--- src/rtl/step_sequencer.sv ---
// step_sequencer
//   Stepper-motor coil sequencer. It takes step pulses from an upstream
//   divider and walks an 8-entry phase table, in half-step or full-step
//   (two-phase-on) mode. It also tracks a signed position and runs moves
//   of a requested length.
//
// Ports
//   clk     : system clock, rising edge
//   rst     : synchronous active-high reset
//   step    : step pulse (edge-detected; may be held high)
//   dir     : 1 = forward, 0 = reverse
//   half    : 1 = half-step, 0 = full-step
//   en      : coil enable; 0 de-energises coils and aborts a move
//   start   : single-cycle move request
//   n_steps : move length, sampled when start is accepted
//   cnt_en  : run enable to the upstream divider (registered)
//   phase   : coil drive A,B,C,D on bits [0..3] (registered)
//   busy    : move in progress (registered)
//   done    : one-cycle pulse on normal move completion
//   pos     : signed step position, wraps modulo 2^WIDTH
module step_sequencer #(
    parameter int unsigned WIDTH = 16
) (
    input  logic             clk,
    input  logic             rst,
    input  logic             step,
    input  logic             dir,
    input  logic             half,
    input  logic             en,
    input  logic             start,
    input  logic [WIDTH-1:0] n_steps,
    output logic             cnt_en,
    output logic [3:0]       phase,
    output logic             busy,
    output logic             done,
    output logic [WIDTH-1:0] pos
);

    localparam logic [WIDTH-1:0] ONE = {{(WIDTH-1){1'b0}}, 1'b1};

    typedef enum logic {
        IDLE = 1'b0,
        RUN  = 1'b1
    } state_t;

    state_t           state;
    logic [2:0]       idx;
    logic [2:0]       idx_next;
    logic [WIDTH-1:0] remaining;
    logic             step_d;
    logic             step_edge;
    logic             advance;

    function automatic logic [3:0] phase_lut(input logic [2:0] i);
        logic [3:0] p;
        case (i)
            3'd0:    p = 4'b0001;
            3'd1:    p = 4'b0011;
            3'd2:    p = 4'b0010;
            3'd3:    p = 4'b0110;
            3'd4:    p = 4'b0100;
            3'd5:    p = 4'b1100;
            3'd6:    p = 4'b1000;
            default: p = 4'b1001;
        endcase
        return p;
    endfunction

    // The index update is computed here so that phase can load
    // table[idx_next] in the same edge that idx advances.
    always_comb begin
        step_edge = step & ~step_d;
        advance   = (state == RUN) && en && step_edge;
        idx_next  = idx;
        if (advance) begin
            if (half) begin
                idx_next = dir ? idx + 3'd1 : idx - 3'd1;
            end else if (dir) begin
                // A full step from a one-phase-on (even) state moves by one,
                // which snaps it onto a two-phase-on (odd) state.
                idx_next = idx + (idx[0] ? 3'd2 : 3'd1);
            end else begin
                idx_next = idx - (idx[0] ? 3'd2 : 3'd1);
            end
        end
    end

    always_ff @(posedge clk) begin
        if (rst) begin
            state     <= IDLE;
            idx       <= '0;
            pos       <= '0;
            remaining <= '0;
            step_d    <= 1'b0;
            phase     <= '0;
            busy      <= 1'b0;
            cnt_en    <= 1'b0;
            done      <= 1'b0;
        end else begin
            step_d <= step;
            done   <= 1'b0;
            idx    <= idx_next;
            phase  <= en ? phase_lut(idx_next) : 4'b0000;

            case (state)
                IDLE: begin
                    if (start && en) begin
                        if (n_steps != '0) begin
                            remaining <= n_steps;
                            state     <= RUN;
                            busy      <= 1'b1;
                            cnt_en    <= 1'b1;
                        end else begin
                            done <= 1'b1;
                        end
                    end
                end
                RUN: begin
                    if (!en) begin
                        // Abort: no done pulse, idx and pos are kept.
                        state  <= IDLE;
                        busy   <= 1'b0;
                        cnt_en <= 1'b0;
                    end else if (step_edge) begin
                        pos <= dir ? pos + ONE : pos - ONE;
                        if (remaining != '0) begin
                            remaining <= remaining - ONE;
                        end
                        if (remaining == ONE) begin
                            state  <= IDLE;
                            busy   <= 1'b0;
                            cnt_en <= 1'b0;
                            done   <= 1'b1;
                        end
                    end
                end
                default: begin
                    state  <= IDLE;
                    busy   <= 1'b0;
                    cnt_en <= 1'b0;
                end
            endcase
        end
    end

endmodule

--- config.mk ---
export PLATFORM = sky130hd
export DESIGN_NAME = step_sequencer
export DESIGN_NICKNAME = d
export VERILOG_FILES = /design/src/rtl/step_sequencer.sv
export SDC_FILE = /design/constraint.sdc
export NUM_CORES = 1
export LEC_CHECK = 0
export ABC_AREA = 1
export CAP_MARGIN = 20
export CORE_ASPECT_RATIO = 1.4
export CORE_UTILIZATION = 60
export DETAILED_ROUTE_END_ITERATION = 6
export PLACE_DENSITY = 0.86
export SETUP_SLACK_MARGIN = 0.1
export SLEW_MARGIN = 20
export SYNTH_ARGS = -nofsm -noshare
export SYNTH_HDL_FRONTEND = slang
export SYNTH_SLANG_ARGS = --single-unit
--- constraint.sdc ---
create_clock -name clk -period 3.35 [get_ports clk]
set_clock_uncertainty 0.05 [all_clocks]
set_input_delay 0.5025 -clock clk [delete_from_list [all_inputs] [get_ports clk]]
set_output_delay 0.5025 -clock clk [all_outputs]
set_load 0.1 [all_outputs]
Word level (Yosys, flattened, before mapping) --
Index checks and enable logic that the tools add are counted.
Word-level totals: input bits 23, output and inout port bits 23, bits in registers 43
Cells by class: bitwise logic cells 4, mux-type cells 31, equality and inequality tests 14, add/sub/neg operators 7, reductions and logical operators 10
Operator list (count):
- $mux 16 | 6
- $pmux 16 s2 | 1
- $reduce_bool 16->1 | 2
- $sub 16x1->16 const B | 2
- $pmux 4 s7 | 1
- $add 16x1->16 const B | 1
- $eq 16x1->1 const B | 1
- $mux 1 | 15
- $mux 3 | 4
- $eq 3x3->1 const B | 3
- $eq 3x2->1 const B | 2
- $ne 2x2->1 const B | 3
- $ne 3x2->1 const B | 2
- $pmux 1 s2 | 3
- $reduce_and 5->1 | 1
- $ne 2x1->1 const B | 2
- $reduce_and 4->1 | 1
- $add 3x1->3 const B | 1
- $add 3x3->3 | 1
- $eq 3x1->1 const B | 1
- $logic_and 1x1->1 | 3
- $logic_not 3->1 | 1
- $not 1->1 | 3
- $reduce_and 3->1 | 1
- other kinds (5) | 5

Longest topological paths before layout --
depth after elaboration 7, mapped depth 12, mapped depth without buffers 12

Least setup slack after synthesis --
OpenSTA, ideal clock, no wires.
path type register to register, start reg pos[2], end reg pos[15], slack 1010 ps, data arrival time 2181 ps, cell stages (with the launch flop) 11, path buffers 0, setup time 109 ps, required time 3191 ps, cells stage by stage dfxtp_1 ha_1 or2_2 nand3_1 nand2_1 nand2_1 nand2_1 nand2_1 nand3_1 nand2_1 inv_1
Between the ends: cells in the longest elaborated chain, start to end 2, elaborated cells between the ends (all ways) 3
Ends and longest elaborated chain:
- from (decl) | RTL line 36 | output logic [WIDTH-1:0] pos
- from (signal assigned) | RTL line 125 | pos <= dir ? pos + ONE : pos - ONE;
- $sub 16x1->16 or $add 16x1->16 (tied branches) | RTL line 125
- $mux 16 * | RTL line 125
Every way passes the cells marked *; elsewhere a longest branch is shown, timed or not. A chain may end at the register's enable or synchronous reset.

Final worst setup path --
start in dir, end reg phase[0]
Between the ends: cells in the longest elaborated chain, start to end 5, elaborated cells between the ends (all ways) 12
Ends and longest elaborated chain:
- from (decl) | RTL line 27 | input logic dir,
- $mux 3 (on tied branches) | RTL line 78, 77
- $mux 3 * | RTL line 76 | if (half) begin
- $mux 3 * | RTL line 75 | if (advance) begin
- $eq 3x3->1 (tied with other cells) | RTL line 56 | case (i)
- $pmux 4 s7 * | RTL line 56
- to (signal assigned) | RTL line 103 | phase <= en ? phase_lut(idx_next) : 4'b0000;
- to (decl) | RTL line 33 | output logic [3:0] phase,
Marks and branches as above.

==> results.sh <==
export IMPL_grt_usage_pct=31.4
export IMPL_core_area_um2=5280
export IMPL_pwr_density_cell_nw_per_um2=334
export IMPL_initial_core_util_pct=63.5
export IMPL_pre_cts_ws_ns=0.449
export IMPL_peakVddDrop_uv=264
export IMPL_maxSlewHeadroom_pct=33.8
export IMPL_clockBufferDepth=2
export IMPL_drive_above_1_share_pct=5.69
export IMPL_reg2reg_to="phase[0]"
export IMPL_layout_commonest_cell="nand2_1"
export IMPL_clkPwrFrac_pct=26.6
export IMPL_netlist_top_cells_area="dfxtp_1, nand2_1, nor2_1, inv_1, nand3_1"
export IMPL_fin_nets=657
export IMPL_p_int_w=0.000834
export IMPL_p_switching_w=0.000477
export IMPL_num_rows=31
export IMPL_antennaDiodeCount=0
export IMPL_rsz0062_at_grt="false"
export IMPL_synthCells=573
export IMPL_area_growth_pct=17.1
export IMPL_postCtsHoldBufs=0
export IMPL_clk_latency_ns=0.30
export IMPL_critPathKind="in -> reg"
export IMPL_antenna_found_initial=0
export IMPL_mostFrequentLayoutCells="nand2_1, nor2_1, inv_1, nand3_1"
export IMPL_crit_start="dir"
export IMPL_cts_buffers=5
export IMPL_ff2ff_path_depth=10
export IMPL_cts_clk_slew_worst_paths_ns=0.08
export IMPL_synth_area_um2=3350
export IMPL_ff_latch_area_um2=861
export IMPL_status="finished clean"
export IMPL_drc_errors=0
export IMPL_p_seq_share_pct=42.6
export IMPL_layout_setup_ws_ns=0.768
export IMPL_drtIter0Drc=207
export IMPL_crit_path_end_kind="flip-flop"
export IMPL_firstDrtPassIters=6
export IMPL_routedWlPerCell_um=12.3
export IMPL_required_ns=3.49
export IMPL_ys_seq_area_share_pct=25.7
export IMPL_gp_congestion=0.908
export IMPL_drtAntennaViolNets=0
export IMPL_vias=3586
export IMPL_crit_fanout=16
export IMPL_root_buffer="clkbuf_8"
export IMPL_fmax_ghz=0.387
export IMPL_cts_resized_gates=0
export IMPL_p_leak_nw=2.08
export IMPL_nFillCells=448
export IMPL_cts_sinks=43
export IMPL_via_per_inst=5.27
export IMPL_setup_tns_ns=0
export IMPL_netlist_top_cell_by_area="dfxtp_1"
export IMPL_setup_viol=0
export IMPL_synth_seq_cells=43
export IMPL_drv_cap=0
export IMPL_cp_start_kind="input port"
export IMPL_whs_ns=0.463
export IMPL_ys_types=34
export IMPL_cts_tree="done"
export IMPL_worst_pin_slew_ns=0.990
export IMPL_fp_dieH_um=90.4
export IMPL_r2r_slack_ns=1.50
export IMPL_cp_endpoint="phase[0]"
export IMPL_hp_class="reg -> reg"
export IMPL_pwr_share_comb_pct=30.8
export IMPL_multi_input_area_um2=2080
export IMPL_fin_crit_sh_pct=77.1
export IMPL_r2r_start="idx[0]"
export IMPL_fin_crit_ns=2.58
export IMPL_drv_slew=0
export IMPL_htreeDepth=2
export IMPL_ys_warn_count=0
export IMPL_grt_overflow=0
export IMPL_ios=46
export IMPL_syn_area_per_cell_um2=5.84
export IMPL_dp_hpwl_um=6460
export IMPL_first_global_vias=3508
export IMPL_worstPathArrival_ns=2.73
export IMPL_totalWireLength_um=8400
export IMPL_grt_pass1_wl_um=14600
export IMPL_hold_viol=0
export IMPL_io_buffer_count=45
export IMPL_netlist_area_leader_share_pct=25.7
export IMPL_die_x_um=65.1
export IMPL_grt_max_degree=30
export IMPL_switching_share_pct=36.4
export IMPL_fp_dieArea_um2=5890
export IMPL_cts_setup_buffers=0
export IMPL_syn_num_nets=615
==> layer usage <==
layer,global-route usage (%),vias up,wire [um]
li1,-,1854,-
met1,30.5,1610,3120
met2,58.9,97,4560
met3,5.81,25,370
met4,18.5,0,350
met5,0,-,0
==> flip-flops by register name, summed over array words and instances (netlist names) <==
name and cells:
remaining 16, step_d 1, state 1, phase 4, idx 3, done 1, busy 1, pos 16
==> power groups by stage <==
stage / Clock, W / Combinational, W / Sequential (W)
floorplan: 0 / 0.000260 / 0.000610
global placement: 0 / 0.000391 / 0.000569
detailed placement: 0 / 0.000401 / 0.000570
CTS: 0.000355 / 0.000403 / 0.000558
global route: 0.000382 / 0.000451 / 0.000563
finish: 0.000349 / 0.000404 / 0.000559
==> critical path, stage by stage <==
cell and delay (ns):
clkdlybuf4s50_1 0.46, inv_1 0.47, a21oi_1 0.13, fa_1 0.43
xor2_1 0.15, nand2_1 0.07, xor2_1 0.24, inv_1 0.11
nand2_1 0.10, o21ai_1 0.06
==> cell families after synthesis <==
logic type / count (synthesis) / synth area share (%)
adder cells (fa/ha/maj): 19 / 7.55
flip-flops: 43 / 25.7
AO/OA/AOI/OAI: 39 / 6.20
buffers and inverters: 103 / 12.2
AND/OR/NAND/NOR: 362 / 46.5
XOR/XNOR: 7 / 1.83
==> stage by stage <==
step	instance area (um^2)	utilization (%)	power (W)	instances
after floorplan	3350	-	0.000870	573
after global placement	3830	72.7	0.000960	674
after detailed placement	3830	72.7	0.000971	674
after CTS	3920	74.3	0.00132	681
after global routing	3920	74.3	0.00140	681
final	3920	74.3	0.00131	681
==> layout make-up <==
cell class,instances,share of cell area [%]
clock buffer,6,2.11
clock inverter,1,0.128
inverter,89,8.55
multi-input combinational,427,53.0
sequential,43,22.0
tap,66,2.11
timing repair buffer,49,12.1
==> synthesized netlist by cell type <==
cell / n
clkbuf_1: 4
nor2_2: 5
o211ai_1: 2
nand2_1: 177
nand2_2: 1
nor3_2: 1
xnor2_1: 2
or2_2: 4
a21oi_1: 16
nand3_1: 56
nand3b_1: 3
nor2_8: 1
o21bai_1: 1
buf_2: 5
dfxtp_1: 43
fa_1: 2
a31oi_1: 2
o21ai_1: 2
a211oi_1: 1
nand2_4: 3
nor2_4: 2
nor3_1: 5
inv_2: 3
buf_4: 2
nand4_1: 3
buf_1: 2
o21ai_0: 15
nand4_4: 1
clkinv_2: 1
ha_1: 17
nor2_1: 100
inv_1: 85
buf_6: 1
xor2_1: 5
==> how the worst min path moves through the flow <==
stage / start / end / slack [ns] / cells past startpoint
floorplan: remaining[1] / remaining[1] / 0.43 / 2
global placement: remaining[1] / remaining[1] / 0.44 / 2
detailed placement: remaining[1] / remaining[1] / 0.45 / 2
CTS: remaining[1] / remaining[1] / 0.47 / 2
global route: remaining[1] / remaining[1] / 0.48 / 2
finish: remaining[1] / remaining[1] / 0.46 / 2
Power figures use the tool's default switching activity.
